--- src/rtl/dma_xfer_ctrl_pkg.sv ---
// -----------------------------------------------------------------------------
// dma_xfer_ctrl_pkg
// Shared definitions for the memory-to-memory DMA engine:
//   - default bus / count widths and burst length
//   - 3-bit FSM state encoding (also visible on the debug state port)
// No ports (package).
// -----------------------------------------------------------------------------
package dma_xfer_ctrl_pkg;

    localparam int DMA_ADDR_W    = 16;
    localparam int DMA_DATA_W    = 16;
    localparam int DMA_CNT_W     = 8;
    localparam int DMA_BURST_LEN = 4;

    typedef enum logic [2:0] {
        DMA_IDLE  = 3'd0,
        DMA_REQ   = 3'd1,
        DMA_RD    = 3'd2,
        DMA_RCAP  = 3'd3,
        DMA_WR    = 3'd4,
        DMA_YIELD = 3'd5,
        DMA_DONE  = 3'd6
    } dma_state_t;

endpackage

--- src/rtl/dma_xfer_ctrl_addr_cnt.sv ---
// -----------------------------------------------------------------------------
// dma_xfer_ctrl_addr_cnt
// Loadable W-bit address incrementer with enable. Wraps modulo 2**W.
// Ports:
//   clk, reset   rising-edge clock, asynchronous active-low reset
//   load         load load_val on this edge (has priority over en)
//   load_val     value to load
//   en           increment on this edge
//   next_q       value the counter will hold after this edge; lets the owner
//                register an address in the same cycle the counter moves
// -----------------------------------------------------------------------------
module dma_xfer_ctrl_addr_cnt #(
    parameter int W = 16
) (
    input  logic         clk,
    input  logic         reset,
    input  logic         load,
    input  logic [W-1:0] load_val,
    input  logic         en,
    output logic [W-1:0] next_q
);

    logic [W-1:0] q;

    always_comb begin
        next_q = q;
        if (load)
            next_q = load_val;
        else if (en)
            next_q = q + 1'b1;
    end

    always_ff @(posedge clk or negedge reset) begin
        if (!reset)
            q <= '0;
        else
            q <= next_q;
    end

endmodule

--- src/rtl/dma_xfer_ctrl.sv ---
// -----------------------------------------------------------------------------
// dma_xfer_ctrl
// Memory-to-memory DMA engine, upstream requester of the DMA/TDSP arbiter.
// Copies cfg_cnt words from cfg_src.. to cfg_dst.., one read + one write per
// word (3 cycles per word while granted), releasing the bus every BURST_LEN
// words so the other master can win arbitration.
// Ports:
//   clk, reset            rising-edge clock, asynchronous active-low reset
//   cfg_src/dst/cnt       transfer config, sampled on an accepted start
//   start                 one-cycle start pulse, ignored unless idle
//   dma_breq / dma_grant  bus request out, registered grant in
//   bus_addr/rd/wr/wdata  bus master outputs; bus_rdata is valid the cycle
//   bus_rdata             after bus_rd
//   busy, done            transfer in progress / one-cycle completion pulse
//   dbg_state             current FSM state (dma_state_t encoding)
// Handshake: a strobe (bus_rd/bus_wr) is only issued when the FSM moved into
// RD/WR on an edge where dma_grant was sampled high; the bus accepts every
// strobe in the cycle it is presented (no ready/back-pressure).
// All outputs are driven straight from flops.
// -----------------------------------------------------------------------------
module dma_xfer_ctrl
    import dma_xfer_ctrl_pkg::*;
#(
    parameter int ADDR_W    = DMA_ADDR_W,
    parameter int DATA_W    = DMA_DATA_W,
    parameter int CNT_W     = DMA_CNT_W,
    parameter int BURST_LEN = DMA_BURST_LEN
) (
    input  logic              clk,
    input  logic              reset,
    input  logic [ADDR_W-1:0] cfg_src,
    input  logic [ADDR_W-1:0] cfg_dst,
    input  logic [CNT_W-1:0]  cfg_cnt,
    input  logic              start,
    output logic              dma_breq,
    input  logic              dma_grant,
    output logic [ADDR_W-1:0] bus_addr,
    output logic              bus_rd,
    output logic              bus_wr,
    output logic [DATA_W-1:0] bus_wdata,
    input  logic [DATA_W-1:0] bus_rdata,
    output logic              busy,
    output logic              done,
    output logic [2:0]        dbg_state
);

    localparam int              BC_W       = $clog2(BURST_LEN + 1);
    localparam logic [BC_W-1:0] BURST_LAST = BC_W'(BURST_LEN);
    localparam logic [CNT_W-1:0] CNT_LAST  = CNT_W'(1);

    dma_state_t        state, next_state;
    logic [CNT_W-1:0]  cnt;
    logic [BC_W-1:0]   burst_cnt;
    logic [BC_W-1:0]   burst_inc;
    logic [DATA_W-1:0] data_buf;
    logic [ADDR_W-1:0] src_next, dst_next;
    logic              accept, advance, yield_exit;

    logic              breq_d, rd_d, wr_d, busy_d, done_d;
    logic [ADDR_W-1:0] addr_d;

    assign accept     = (state == DMA_IDLE) && start;
    // A word only retires when its write completed under grant.
    assign advance    = (state == DMA_WR) && dma_grant;
    assign yield_exit = (state == DMA_YIELD) && !dma_grant;
    assign burst_inc  = burst_cnt + 1'b1;

    dma_xfer_ctrl_addr_cnt #(.W(ADDR_W)) u_src_cnt (
        .clk      (clk),
        .reset    (reset),
        .load     (accept),
        .load_val (cfg_src),
        .en       (advance),
        .next_q   (src_next)
    );

    dma_xfer_ctrl_addr_cnt #(.W(ADDR_W)) u_dst_cnt (
        .clk      (clk),
        .reset    (reset),
        .load     (accept),
        .load_val (cfg_dst),
        .en       (advance),
        .next_q   (dst_next)
    );

    // State register
    always_ff @(posedge clk or negedge reset) begin
        if (!reset)
            state <= DMA_IDLE;
        else
            state <= next_state;
    end

    // Next-state logic. Losing grant in RD/RCAP/WR abandons the word; since
    // nothing advanced, the replay starts again from RD at the same address.
    always_comb begin
        next_state = state;
        case (state)
            DMA_IDLE:  if (start) next_state = (cfg_cnt != '0) ? DMA_REQ : DMA_DONE;
            DMA_REQ:   if (dma_grant) next_state = DMA_RD;
            DMA_RD:    next_state = dma_grant ? DMA_RCAP : DMA_REQ;
            DMA_RCAP:  next_state = dma_grant ? DMA_WR : DMA_REQ;
            DMA_WR: begin
                if (!dma_grant)
                    next_state = DMA_REQ;
                else if (cnt == CNT_LAST)
                    next_state = DMA_DONE;
                else if (burst_inc == BURST_LAST)
                    next_state = DMA_YIELD;
                else
                    next_state = DMA_RD;
            end
            DMA_YIELD: if (!dma_grant) next_state = DMA_REQ;
            DMA_DONE:  next_state = DMA_IDLE;
            default:   next_state = DMA_IDLE;
        endcase
    end

    // Output decode from next_state, registered below so outputs are flops.
    always_comb begin
        breq_d = (next_state == DMA_REQ) || (next_state == DMA_RD) ||
                 (next_state == DMA_RCAP) || (next_state == DMA_WR);
        rd_d   = (next_state == DMA_RD);
        wr_d   = (next_state == DMA_WR);
        busy_d = breq_d || (next_state == DMA_YIELD);
        done_d = (next_state == DMA_DONE);
        addr_d = '0;
        if (rd_d)
            addr_d = src_next;
        else if (wr_d)
            addr_d = dst_next;
    end

    always_ff @(posedge clk or negedge reset) begin
        if (!reset) begin
            dma_breq <= 1'b0;
            bus_rd   <= 1'b0;
            bus_wr   <= 1'b0;
            bus_addr <= '0;
            busy     <= 1'b0;
            done     <= 1'b0;
        end else begin
            dma_breq <= breq_d;
            bus_rd   <= rd_d;
            bus_wr   <= wr_d;
            bus_addr <= addr_d;
            busy     <= busy_d;
            done     <= done_d;
        end
    end

    // Word count, burst count and read-data buffer
    always_ff @(posedge clk or negedge reset) begin
        if (!reset) begin
            cnt       <= '0;
            burst_cnt <= '0;
            data_buf  <= '0;
        end else begin
            if (accept)
                cnt <= cfg_cnt;
            else if (advance)
                cnt <= cnt - 1'b1;

            if (accept || yield_exit)
                burst_cnt <= '0;
            else if (advance)
                burst_cnt <= burst_inc;

            if (state == DMA_RCAP)
                data_buf <= bus_rdata;
        end
    end

    assign bus_wdata = data_buf;
    assign dbg_state = state;

endmodule
--- config.mk ---
export PLATFORM = sky130hd
export DESIGN_NAME = dma_xfer_ctrl
export DESIGN_NICKNAME = d
export VERILOG_FILES = /design/src/rtl/dma_xfer_ctrl_pkg.sv /design/src/rtl/dma_xfer_ctrl_addr_cnt.sv /design/src/rtl/dma_xfer_ctrl.sv
export SDC_FILE = /design/constraint.sdc
export NUM_CORES = 1
export LEC_CHECK = 0
export CORE_AREA = 2 2 94 96
export CTS_BUF_LIST = sky130_fd_sc_hd__clkbuf_8
export DETAILED_ROUTE_END_ITERATION = 16
export DIE_AREA = 0 0 96 98
export PLACE_DENSITY = 0.87
export SLEW_MARGIN = 20
export SYNTH_ARGS = -nofsm -noshare
export SYNTH_HDL_FRONTEND = slang
export SYNTH_SLANG_ARGS = --single-unit
export TNS_END_PERCENT = 1
--- constraint.sdc ---
create_clock -name clk -period 2.8 [get_ports clk]
set_clock_uncertainty 0.05 [all_clocks]
set_input_delay 0.84 -clock clk [delete_from_list [all_inputs] [get_ports clk]]
set_output_delay 0.84 -clock clk [all_outputs]
set_load 0.01 [all_outputs]
Word-level counts from Yosys, hierarchy flattened
Index checks and enable logic that the tools add are counted. W data, S select, Z words.

Latch bits: 0. Output and inout bits: 40. Flip-flop bits (word level): 83. Input bits: 60. Logic and storage cells: 62. Memory bits (writable): 0. Memory bits (read-only): 0. Memories: 0.

Divide/modulo/power cells: 0. Multiplexer cells: 20. Bitwise logic cells: 0. Add/subtract/negate cells: 4. Equal/unequal tests: 13. Reductions and logical operators: 13. Order comparisons: 0. Multiply operators: 0. Shift operators: 0.

Operators by type and width (number): $mux W16 (6); $add A16 B1 Y16 const B (2); $mux W3 (10); $eq A3 B3 Y1 const B (6); $pmux W3 S6 (1); $mux W8 (2); $eq A3 B2 Y1 const B (4); $eq A8 B1 Y1 const B (1); $reduce_bool A8 Y1 (1); $sub A8 B1 Y8 const B (1); $eq A3 B1 Y1 const B (2); $logic_or A1 B1 Y1 (5); $reduce_bool A2 Y1 (2); $add A3 B1 Y3 const B (1); $logic_and A1 B1 Y1 (3); $logic_not A3 Y1 (1); $mux W2 (1); $logic_not A1 Y1 (1).

Depth between registers and ports, before layout
Word-level depth: 11. Depth in mapped cells: 9. Gate-level depth less buffers: 8.

Hierarchy
From an unflattened synthesis, not the netlist that was laid out.

Cell total of the unflattened synthesis: 372. Area total of the unflattened synthesis: 4105.2 um2.

By module, submodules not included: dma_xfer_ctrl (seq. area each 1276.2 um2, area an instance 2245.9 um2, cells an instance 176, instances 1); dma_xfer_ctrl_addr_cnt (seq. area each 400.4 um2, area an instance 929.6 um2, cells an instance 98, instances 2).

Worst setup path after synthesis
OpenSTA, ideal clock, no wires.

Kind: input to register. Start point: input start. End point: register bus_addr[7]. Path buffers: 1. Arrival: 2.075 ns. Stages: 7. Slack: 0.554 ns. Setup time: 0.121 ns. Required time: 2.629 ns. Cell sequence: or4b_1 > a21oi_1 > a311oi_2 > nand3_1 > inv_2 > buf_6 > a22o_1.

Elaborated cells on any way between the ends: 9. Classes of those cells: 2 x eq/ne; 6 x mux; 1 x reduce/logical.

RTL lines: start: declaration (RTL line dma_xfer_ctrl.sv:34) `input logic start,`; $mux W3 (RTL line dma_xfer_ctrl.sv:99) `DMA_IDLE: if (start) next_state = (cfg_cnt != '0) ? DMA_REQ : DMA_DONE;`; $pmux W3 S6 (RTL line dma_xfer_ctrl.sv:98) `case (state)`; $eq A3 B2 Y1 (RTL line dma_xfer_ctrl.sv:123) `rd_d = (next_state == DMA_RD);`; named net rd_d (RTL line dma_xfer_ctrl.sv:59) `logic breq_d, rd_d, wr_d, busy_d, done_d;`; $mux W16 (RTL line dma_xfer_ctrl.sv:128) `if (rd_d)`; named net addr_d[7] (RTL line dma_xfer_ctrl.sv:60) `logic [ADDR_W-1:0] addr_d;`; end signal: assignment (RTL line dma_xfer_ctrl.sv:146) `bus_addr <= addr_d;`; end: declaration (RTL line dma_xfer_ctrl.sv:37) `output logic [ADDR_W-1:0] bus_addr,`.

The timed path passes the listed nets, and every way through them passes these cells. A chain may end at the register's enable or synchronous reset.

Final worst setup path
Start point: register state[0] (netlist: dbg_state[0]). End point: output dbg_state[0].

RTL lines: start: declaration (RTL line dma_xfer_ctrl.sv:51) `dma_state_t state, next_state;`; start signal: assignment (RTL line dma_xfer_ctrl.sv:91) `state <= next_state;`; end: declaration (RTL line dma_xfer_ctrl.sv:44) `output logic [2:0] dbg_state`.

No word-level cell between the ends.

==> impl_metrics.env <==
export IMPL_startpoint="dbg_state[0]"
export IMPL_crit_path_top_delay_cell="dfrtp_1"
export IMPL_cp_required_ns=1.91
export IMPL_place_congestion=0.908
export IMPL_worst_path_buf_inv=1
export IMPL_nNetsFinal=621
export IMPL_insertion_delay_ns=0.36
export IMPL_dr_first_iter_drc_count=197
export IMPL_arrival_ns=1.74
export IMPL_slew_violations=0
export IMPL_drc=0
export IMPL_seq_area_frac_synth_pct=49.2
export IMPL_synth_area_top_cells="dfrtp_1 (49%), nand2_1 (8.6%), o21ai_0 (2.5%)"
export IMPL_synth_cell_types=67
export IMPL_ys_seq_elements=83
export IMPL_placed_cells=652
export IMPL_final_seq_area_um2=2080
export IMPL_period_needed_ns=2.63
export IMPL_critical_path_class="reg -> out"
export IMPL_ff2ff_path_depth=7
export IMPL_p_leak_uw=0.00248
export IMPL_antenna_found_initial=0
export IMPL_hold_violations=0
export IMPL_ys_warnings_count=0
export IMPL_pre_cts_slack_ns=-0.134
export IMPL_slew_headroom_pct=61.0
export IMPL_hold_buffers=0
export IMPL_synth_area_um2=4230
export IMPL_synth_cells=432
export IMPL_vias=3811
export IMPL_cp_max_fo=13
export IMPL_ant_nets=0
export IMPL_synth_ff_type="dfrtp_1"
export IMPL_grt_pass1_wl_um=18400
export IMPL_cts_buffers=9
export IMPL_cpPeakStageDelay_ns=0.72
export IMPL_cp_end_kind="primary output"
export IMPL_async_flop_share_pct=100
export IMPL_setup_slack_ns=0.171
export IMPL_fmax_mhz=380
export IMPL_critical_path_top_delay_family="flip-flops"
export IMPL_synth_area_leader_cell="dfrtp_1"
export IMPL_antenna_cells=0
export IMPL_ctsResizeCount=0
export IMPL_dr_pass1_iters=5
export IMPL_r2r_setup_slack_ns=0.45
export IMPL_min_period_over_period_pct=93.9
export IMPL_synth_edf_count=0
export IMPL_fp_coreArea_um2=8470
export IMPL_finish_instance_area_um2=5700
export IMPL_layout_drive_gt1_share_pct=12.7
export IMPL_cts_root_buffer="clkbuf_8"
export IMPL_rsz0062_at_grt="no"
export IMPL_grt_max_degree=60
export IMPL_run_status="finished, final reports clean"
export IMPL_r2r_end="bus_addr[14]"
export IMPL_h_tree_depth=3
export IMPL_timing_hold_ws_ns=0.323
export IMPL_setup_violations=0
export IMPL_routed_wl_um=11300
export IMPL_synth_net_count=498
export IMPL_routed_via_density=5.71
export IMPL_num_fill_cells=637
export IMPL_grt_pass1_vias=3820
export IMPL_rows=34
export IMPL_clockBufferDepth=2
export IMPL_worst_slew_pin_slew_ns=0.586
export IMPL_crit_path_start_kind="flop"
export IMPL_hp_class="in -> async"
export IMPL_fin_cells=668
export IMPL_p_total_uw=5550
export IMPL_dp_hpwl_um=8130
export IMPL_grt_usage_pct=25.2
export IMPL_cts_tree="built"
export IMPL_ios=100
export IMPL_powerDensity_nw_per_um2=973
export IMPL_maxCapViolCount=0
export IMPL_clkSlewWorstSetupHoldPaths_ns=0.09
export IMPL_die_w_um=96
export IMPL_fp_dieArea_um2=9410
export IMPL_synth_top_area_share_pct=49.2
export IMPL_avgSynthCellArea_um2=9.78
export IMPL_r2r_start="dbg_state[0]"
export IMPL_multi_input_area_um2=2000
export IMPL_wl_per_cell_um=16.8
export IMPL_path_cells="clkdlybuf4s50_1"
export IMPL_grt_overflow=0
export IMPL_peakVddDrop_mv=0.573
export IMPL_die_h_um=98
export IMPL_placed_cell_area_um2=5510
export IMPL_cts_sinks=83
export IMPL_start_util_pct=49.9
export IMPL_io_buffers=99
export IMPL_syn2layout_area_growth_pct=34.9
export IMPL_post_cts_buffers=0
placed cells by master (no fill, tap or decap), types with 4 or more instances in the layout:
| cell | n |
|---|---|
| inv_1 | 11 |
| nor4_1 | 6 |
| a21oi_1 | 8 |
| ha_1 | 6 |
| nand4_1 | 8 |
| dfrtp_1 | 83 |
| o21ai_0 | 21 |
| buf_4 | 31 |
| nand2_1 | 97 |
| o21ai_1 | 5 |
| and2_1 | 4 |
| mux2i_1 | 7 |
| a22o_1 | 10 |
| xor2_1 | 6 |
| o21a_1 | 4 |
| clkdlybuf4s50_1 | 98 |
| nand2b_1 | 5 |
| nor2_1 | 26 |
| clkbuf_8 | 9 |
| xnor2_1 | 10 |
| nor3_1 | 12 |
| nor4_2 | 4 |
| nand3_1 | 14 |
worst max-delay path by stage:
stage	endpoint	cells after the start
after global routing	bus_addr[12]	8
after detailed placement	bus_addr[12]	8
after floorplan	bus_addr[7]	7
final	dbg_state[0]	1
after global placement	bus_addr[10]	8
after CTS	dbg_state[0]	1
metal layers:
metal / wire length, um / vias to the layer above / track usage (%)
met1: 4470 / 1863 / 31.3
met4: 236 / 0 / 9.23
li1: - / 1786 / -
met5: 0 / - / 0
met2: 5900 / 142 / 43.3
met3: 648 / 20 / 4.48
state kept, by name, indices dropped and copies added, names as in the netlist, 3 cells and up:
register / count
burst_cnt: 3
bus_addr: 16
bus_wdata: 16
cnt: 8
dbg_state: 3
u_dst_cnt.q: 16
u_src_cnt.q: 16
logic make-up (layout without fill, tap and decap cells):
logic type	Yosys count	after routing	synth area share [%]
adders and majority gates	6	6	1.78
AOI/OAI and AO/OA	84	84	14.1
buffers and inverters	31	159	3.58
DFF	83	83	49.2
xor gates and xnor gates	16	16	3.32
muxes	8	8	1.92
and+or+nand+nor	204	204	26.1
synthesized netlist by cell type (4+ instances only):
| library cell | count |
|---|---|
| nand2_1 | 97 |
| inv_1 | 10 |
| a22o_1 | 10 |
| and2_1 | 4 |
| o21ai_0 | 21 |
| xor2_1 | 6 |
| clkbuf_1 | 9 |
| o21ai_1 | 5 |
| nor3_1 | 12 |
| nor4_1 | 6 |
| nor4_2 | 4 |
| mux2i_1 | 7 |
| nor2_1 | 26 |
| ha_1 | 6 |
| o21a_1 | 4 |
| nand2b_1 | 5 |
| dfrtp_1 | 83 |
| nand3_1 | 14 |
| buf_2 | 4 |
| xnor2_1 | 10 |
| a21oi_1 | 8 |
| nand4_1 | 8 |
metrics by stage:
stage,TNS (ns),utilization (%)
2_1_floorplan,0,-
3_3_place_gp,-0.168,65.1
5_1_grt,0,67.3
4_1_cts,0,67.3
6_report,0,67.3
3_5_place_dp,-0.936,65.1
layout make-up:
| class | instances | area share (%) |
|---|---|---|
| repair buffers | 131 | 22.0 |
| inverters | 12 | 0.790 |
| multi-input cells | 318 | 35.0 |
| clock inverters | 7 | 1.21 |
| clock buffers | 9 | 2.17 |
| flip-flops and latches | 83 | 36.4 |
| well taps | 108 | 2.37 |
report_power, final:
group	switching [uW]	total (uW)	leakage (uW)	internal, uW
Sequential	516	2230	0.00103	1720
Clock	454	864	0.000101	411
Combinational	1230	2450	0.00135	1220
(Power assumes the default switching activity.)
